--- src/rtl/beta_pkg.sv ---
// Shared types for the beta writeback stage: the buffered execute-result entry
// and the depth of the writeback FIFO.
package beta_pkg;

  localparam int WB_FIFO_DEPTH = 2;
  localparam int WB_DATA_W     = 32;

  typedef struct packed {
    logic [WB_DATA_W-1:0] result;
    logic [4:0]           rd;
    logic                 we;
    logic [WB_DATA_W-1:0] next_pc;
    logic                 redirect;
    logic                 trap;
  } wb_entry_t;

endpackage

--- src/rtl/beta_wb_fifo.sv ---
// Two-entry FIFO of completed execute results. Pushes while full and pops while
// empty are ignored; all entries are visible for forwarding.
module beta_wb_fifo
  import beta_pkg::*;
(
  input  logic                                 clk_i,
  input  logic                                 rstn_i,
  input  logic                                 push_i,
  input  wb_entry_t                            push_entry_i,
  input  logic                                 pop_i,
  output wb_entry_t                            head_o,
  output wb_entry_t [WB_FIFO_DEPTH-1:0]        entries_o,
  output logic      [WB_FIFO_DEPTH-1:0]        valid_o,
  output logic                                 head_idx_o,
  output logic                                 full_o,
  output logic                                 empty_o
);

  wb_entry_t [WB_FIFO_DEPTH-1:0] r_mem;
  logic                          r_wr_ptr;
  logic                          r_rd_ptr;
  logic [1:0]                    r_count;

  logic w_push;
  logic w_pop;

  assign full_o  = (r_count == 2'd2);
  assign empty_o = (r_count == 2'd0);
  assign w_push  = push_i & ~full_o;
  assign w_pop   = pop_i & ~empty_o;

  always_ff @(posedge clk_i or negedge rstn_i) begin
    if (!rstn_i) begin
      r_mem    <= '0;
      r_wr_ptr <= 1'b0;
      r_rd_ptr <= 1'b0;
      r_count  <= 2'd0;
    end else begin
      if (w_push) begin
        r_mem[r_wr_ptr] <= push_entry_i;
        r_wr_ptr        <= ~r_wr_ptr;
      end
      if (w_pop) begin
        r_rd_ptr <= ~r_rd_ptr;
      end
      case ({w_push, w_pop})
        2'b10:   r_count <= r_count + 2'd1;
        2'b01:   r_count <= r_count - 2'd1;
        default: r_count <= r_count;
      endcase
    end
  end

  // With one entry only the head slot is live; with two, both are.
  for (genvar gi = 0; gi < WB_FIFO_DEPTH; gi++) begin : g_valid
    assign valid_o[gi] = full_o | ((r_count == 2'd1) & (r_rd_ptr == 1'(gi)));
  end

  assign entries_o  = r_mem;
  assign head_o     = r_mem[r_rd_ptr];
  assign head_idx_o = r_rd_ptr;

endmodule

--- src/rtl/beta_wb_stage.sv ---
// Writeback/commit stage: buffers execute results, drains them to the register
// file, tracks the architectural PC, redirects fetch and counts retirements.
module beta_wb_stage
  import beta_pkg::*;
#(
  parameter int                  DataWidth = 32,
  parameter logic [DataWidth-1:0] ResetPc  = 32'h0000_0000
) (
  input  logic                 clk_i,
  input  logic                 rstn_i,
  input  logic                 wb_valid_i,
  input  logic [DataWidth-1:0] wb_result_i,
  input  logic [4:0]           wb_rd_addr_i,
  input  logic                 wb_reg_wr_en_i,
  input  logic [DataWidth-1:0] wb_next_pc_i,
  input  logic                 wb_branch_taken_i,
  input  logic                 wb_trap_taken_i,
  output logic                 wb_stage_busy_o,
  output logic                 rf_wr_en_o,
  output logic [4:0]           rf_wr_addr_o,
  output logic [DataWidth-1:0] rf_wr_data_o,
  input  logic                 rf_wr_ready_i,
  output logic [DataWidth-1:0] wb_pc_o,
  output logic                 wb_redirect_o,
  input  logic [4:0]           dec_rs1_addr_i,
  input  logic [4:0]           dec_rs2_addr_i,
  output logic                 wb_fwd_rs1_hit_o,
  output logic                 wb_fwd_rs2_hit_o,
  output logic [DataWidth-1:0] wb_fwd_rs1_data_o,
  output logic [DataWidth-1:0] wb_fwd_rs2_data_o,
  output logic [63:0]          wb_instret_o
);

  wb_entry_t                     w_push_entry;
  wb_entry_t                     w_head;
  wb_entry_t [WB_FIFO_DEPTH-1:0] w_entries;
  logic      [WB_FIFO_DEPTH-1:0] w_valid;
  logic                          w_head_idx;
  logic                          w_full;
  logic                          w_empty;
  logic                          w_accept;
  logic                          w_retire;

  logic [DataWidth-1:0] r_pc;
  logic                 r_redirect;
  logic [63:0]          r_instret;

  // Trapped instructions and writes to x0 never reach the register file.
  always_comb begin
    w_push_entry          = '0;
    w_push_entry.result   = wb_result_i;
    w_push_entry.rd       = wb_rd_addr_i;
    w_push_entry.we       = wb_reg_wr_en_i & ~wb_trap_taken_i & (wb_rd_addr_i != 5'd0);
    w_push_entry.next_pc  = wb_next_pc_i;
    w_push_entry.redirect = wb_branch_taken_i | wb_trap_taken_i;
    w_push_entry.trap     = wb_trap_taken_i;
  end

  assign w_accept = wb_valid_i & ~w_full;
  assign w_retire = ~w_empty & (~w_head.we | rf_wr_ready_i);

  beta_wb_fifo u_fifo (
    .clk_i        (clk_i),
    .rstn_i       (rstn_i),
    .push_i       (w_accept),
    .push_entry_i (w_push_entry),
    .pop_i        (w_retire),
    .head_o       (w_head),
    .entries_o    (w_entries),
    .valid_o      (w_valid),
    .head_idx_o   (w_head_idx),
    .full_o       (w_full),
    .empty_o      (w_empty)
  );

  always_ff @(posedge clk_i or negedge rstn_i) begin
    if (!rstn_i) begin
      r_pc       <= ResetPc;
      r_redirect <= 1'b0;
      r_instret  <= 64'd0;
    end else begin
      r_redirect <= w_retire & w_head.redirect;
      if (w_retire) begin
        r_pc <= w_head.next_pc;
        if (!w_head.trap) begin
          r_instret <= r_instret + 64'd1;
        end
      end
    end
  end

  assign wb_stage_busy_o = w_full;
  assign rf_wr_en_o      = ~w_empty & w_head.we;
  assign rf_wr_addr_o    = w_empty ? 5'd0 : w_head.rd;
  assign rf_wr_data_o    = w_empty ? '0 : w_head.result;
  assign wb_pc_o         = r_pc;
  assign wb_redirect_o   = r_redirect;
  assign wb_instret_o    = r_instret;

  logic [1:0][4:0]           w_src;
  logic [1:0]                w_hit;
  logic [1:0][DataWidth-1:0] w_fwd;

  assign w_src = {dec_rs2_addr_i, dec_rs1_addr_i};

  // The head is checked first so the younger entry, when present, overrides it.
  for (genvar gi = 0; gi < 2; gi++) begin : g_fwd
    always_comb begin
      w_hit[gi] = 1'b0;
      w_fwd[gi] = '0;
      if (w_src[gi] != 5'd0) begin
        if (!w_empty && w_head.we && (w_head.rd == w_src[gi])) begin
          w_hit[gi] = 1'b1;
          w_fwd[gi] = w_head.result;
        end
        if (w_valid[~w_head_idx] && w_entries[~w_head_idx].we &&
            (w_entries[~w_head_idx].rd == w_src[gi])) begin
          w_hit[gi] = 1'b1;
          w_fwd[gi] = w_entries[~w_head_idx].result;
        end
      end
    end
  end

  assign wb_fwd_rs1_hit_o  = w_hit[0];
  assign wb_fwd_rs2_hit_o  = w_hit[1];
  assign wb_fwd_rs1_data_o = w_fwd[0];
  assign wb_fwd_rs2_data_o = w_fwd[1];

endmodule

--- config.mk ---
export PLATFORM = sky130hd
export DESIGN_NAME = beta_wb_stage
export DESIGN_NICKNAME = d
export VERILOG_FILES = /design/src/rtl/beta_pkg.sv /design/src/rtl/beta_wb_fifo.sv /design/src/rtl/beta_wb_stage.sv
export SDC_FILE = /design/constraint.sdc
export NUM_CORES = 1
export LEC_CHECK = 0
export ABC_AREA = 1
export ABC_CLOCK_PERIOD_IN_PS = 2600
export BUFFER_PORTS_ARGS = -buffer_cell sky130_fd_sc_hd__buf_2
export CAP_MARGIN = 20
export CORE_MARGIN = 2
export CORE_UTILIZATION = 30
export CTS_CLUSTER_DIAMETER = 150
export DETAILED_ROUTE_END_ITERATION = 8
export GPL_ROUTABILITY_DRIVEN = 0
export SLEW_MARGIN = 20
export SYNTH_ARGS = -nofsm -noshare
export SYNTH_HDL_FRONTEND = slang
export SYNTH_SLANG_ARGS = --single-unit
--- constraint.sdc ---
create_clock -name clk_i -period 2.6 [get_ports clk_i]
set_clock_uncertainty 0.1 [all_clocks]
set_input_delay 0.13 -clock clk_i [delete_from_list [all_inputs] [get_ports clk_i]]
set_output_delay 0.13 -clock clk_i [all_outputs]
set_load 0.01 [all_outputs]
==> impl_metrics.json <==
{
  "cts_buffer_depth": 3,
  "slowest_stage": "dfrtp_4",
  "timing.critical_path.from_type": "register",
  "drtAntennaViolNets": 0,
  "area_growth_pct": 33.0,
  "grt_remaining_overflow": 0,
  "cp_common_cell": "nand2_4",
  "clk_root_buffer_cell": "clkbuf_16",
  "stdcell_area_um2": 18700,
  "min_path_type": "input pin to asynchronous set/reset pin",
  "viasPerCell": 4.82,
  "synth.avg_cell_area_um2": 6.69,
  "hold_viol": 0,
  "synthFlopType": "dfrtp_1",
  "pre_cts_slack_ps": 124,
  "whs_ps": 30.5,
  "finish.net_count": 2547,
  "placed_cell_area_um2": 16200,
  "path_max_fanout": 32,
  "timing.final.crit_share_pct": 107,
  "fin_util_pct": 40.3,
  "rows": 79,
  "power.leakage_nw": 9.59,
  "critPathMaxStageDelay_ps": 550,
  "period_minus_slack_ps": 2780,
  "die_h_um": 220,
  "worst_slew_pin_slew_ps": 680,
  "arrival_ps": 2550,
  "initial_core_util_pct": 30.3,
  "drc": 0,
  "synth_common_cells": "nand2_1, nor2_1, dfrtp_1, o21ai_0, inv_1",
  "synth_edf_count": 0,
  "grt_max_degree": 108,
  "synthTopCellsByArea": "dfrtp_1, nand2_1, nor2_1, o21ai_0, inv_1",
  "die_area_um2": 48500,
  "num_vias": 14900,
  "drt_iter0_drc": 1310,
  "path_cells": "buf_12, nand2_1, nand3_1, a21oi_4, nand3_4, nand2_4, nand2_4, clkbuf_16, nor2_2, buf_2",
  "fmax_mhz": 359,
  "post_route_cells_drive_above_1_share_pct": 20.1,
  "synth.most_common_cell": "nand2_1",
  "clock_latency_ps": 580,
  "tritoncts": "yes",
  "clock_sinks": 245,
  "grt_pass1_wl_mm": 74.9,
  "end_kind": "primary output",
  "clk_pin_slew_worst_paths_ps": 60,
  "critical_path_class": "register to primary output",
  "track_usage_pct": 19.3,
  "netlist_area_um2": 14000,
  "synth_top_area_cell": "dfrtp_1",
  "synth_cells": 2098,
  "fin_tns_setup_ps": -9830,
  "layout_setup_ws_ps": -184,
  "numCtsBuffers": 29,
  "io_pins": 288,
  "grt_pass1_vias": 13700,
  "slew_headroom_pct": 54.7,
  "wirelength_mm": 49.6,
  "violations": "negative setup slack",
  "fillers": 4780,
  "h-tree-depth": 1,
  "slew_violations": 0,
  "maxCapViolCount": 0,
  "ir_drop_mv": 0.709,
  "yosysSeqAreaShare_pct": 43.7,
  "cp_num_buf_inv": 3,
  "grt_antenna_before_repair": 7,
  "multi_input_area_um2": 7220,
  "drt_pass1_iterations": 5,
  "yosys_warnings": 0,
  "crit_required_ps": 2370,
  "portBuffers": 287,
  "wire_per_inst_um": 16.0,
  "dpl.hpwl_mm": 34.4,
  "crit_family": "simple AND/OR/NAND/NOR gates",
  "die_x_um": 220,
  "ys_ff_latch": 245,
  "rsz0062_at_grt": "yes",
  "async_flop_share_pct": 100,
  "seqCellArea_um2": 6130,
  "synth_cell_types": 32,
  "synth_nets": 2186,
  "synth_top_area_share_pct": 43.7,
  "power_density_nw_per_um2": 1110,
  "core-area_um2": 46400,
  "setup_viol": 66,
  "status": "complete, but fails checks"
}
[cell type report]
cell class              count  share of cell area [%]
clock inverters             9                   0.577
flip-flops and latches    245                    32.9
well taps                 607                    4.07
diodes                      2                  0.0268
repair buffers            430                    16.3
multi-input cells        1616                    38.7
inverters                 137                    2.82
clock buffers              43                    4.65
[repair_timing]
item / CTS / global route
buffers inserted: 10 / 7
endpoints found under the setup margin: 72 / 71
pin swaps: 4 / 12
endpoints found under the hold margin: 291 / 0
hold buffers: 74 / 0
cloned: 0 / 6
resized for setup: 48 / 85
[layer usage]
metal | wire length (um) | global-route usage [%]
met3 | 3910 | 4.51
met4 | 1290 | 5.06
met5 | 52 | 0
met2 | 22700 | 31.3
met1 | 21600 | 25.9
[layout by cell type, fill, tap and decap left out, drive strengths merged, types with 14 or more instances in the layout]
| cell | count |
|---|---|
| nand2 | 945 |
| buf | 352 |
| nor2 | 296 |
| dfrtp | 245 |
| o21ai | 139 |
| inv | 137 |
| nand3 | 89 |
| dlygate4sd3 | 74 |
| nand4 | 49 |
| clkbuf | 47 |
| a31oi | 33 |
| xor2 | 24 |
| xnor2 | 14 |
[worst reg2reg max path, delay by kind of cell, from the launching register on]
kind | cells | cell delay, ps
buffers and inverters | 6 | 860
xor gates and xnor gates | 1 | 150
and+or+nand+nor | 3 | 460
DFF | 1 | 510
AOI/OAI and AO/OA | 1 | 190
[flip-flops by register name (all words and copies together) (netlist names)]
signal and cells:
u_fifo.entries_o 144, u_fifo.r_wr_ptr 1, wb_redirect_o 1, u_fifo.head_idx_o 1, wb_instret_o 64, u_fifo.r_count 2
wb_pc_o 32
[power breakdown]
group / switching (mW) / internal (mW)
Combinational: 6.74 / 3.61
Clock: 1.69 / 2.50
Sequential: 0.920 / 5.32
Total: 9.35 / 11.4
[path summary, 6_finish.rpt]
kind	end	slack [ps]	depth (start not counted)	from
max in group asynchronous	wb_pc_o[5]	1560	3	rstn_i
setup / recovery	wb_fwd_rs2_data_o[14]	-180	10	u_fifo.head_idx_o
min in group clk_i	wb_instret_o[18]	160	7	rf_wr_ready_i
hold reg to reg	u_fifo.entries_o[99]	370	2	u_fifo.entries_o[99]
setup reg to reg	wb_instret_o[36]	240	11	u_fifo.head_idx_o
hold / removal	u_fifo.entries_o[102]	30	2	rstn_i
[logic make-up (layout without fill, tap and decap cells)]
logic type | Yosys count | after routing | synth area share, %
and+or+nand+nor | 1397 | 1397 | 39.7
buffers and inverters | 237 | 619 | 7.29
xor gates and xnor gates | 38 | 38 | 2.37
adders and majority gates | 2 | 2 | 0.178
other | 0 | 2 | 0
DFF | 245 | 245 | 43.7
AOI/OAI and AO/OA | 179 | 179 | 6.78
[per-stage QoR]
| step | power (mW) | std cells |
|---|---|---|
| detailed placement | 15.5 | 2938 |
| global placement | 15.3 | 2938 |
| floorplan | 12.3 | 2098 |
| global route | 22.4 | 3087 |
| CTS | 20.3 | 3074 |
| finish | 20.8 | 3089 |
No activity file was read; power rests on OpenSTA's default activity.
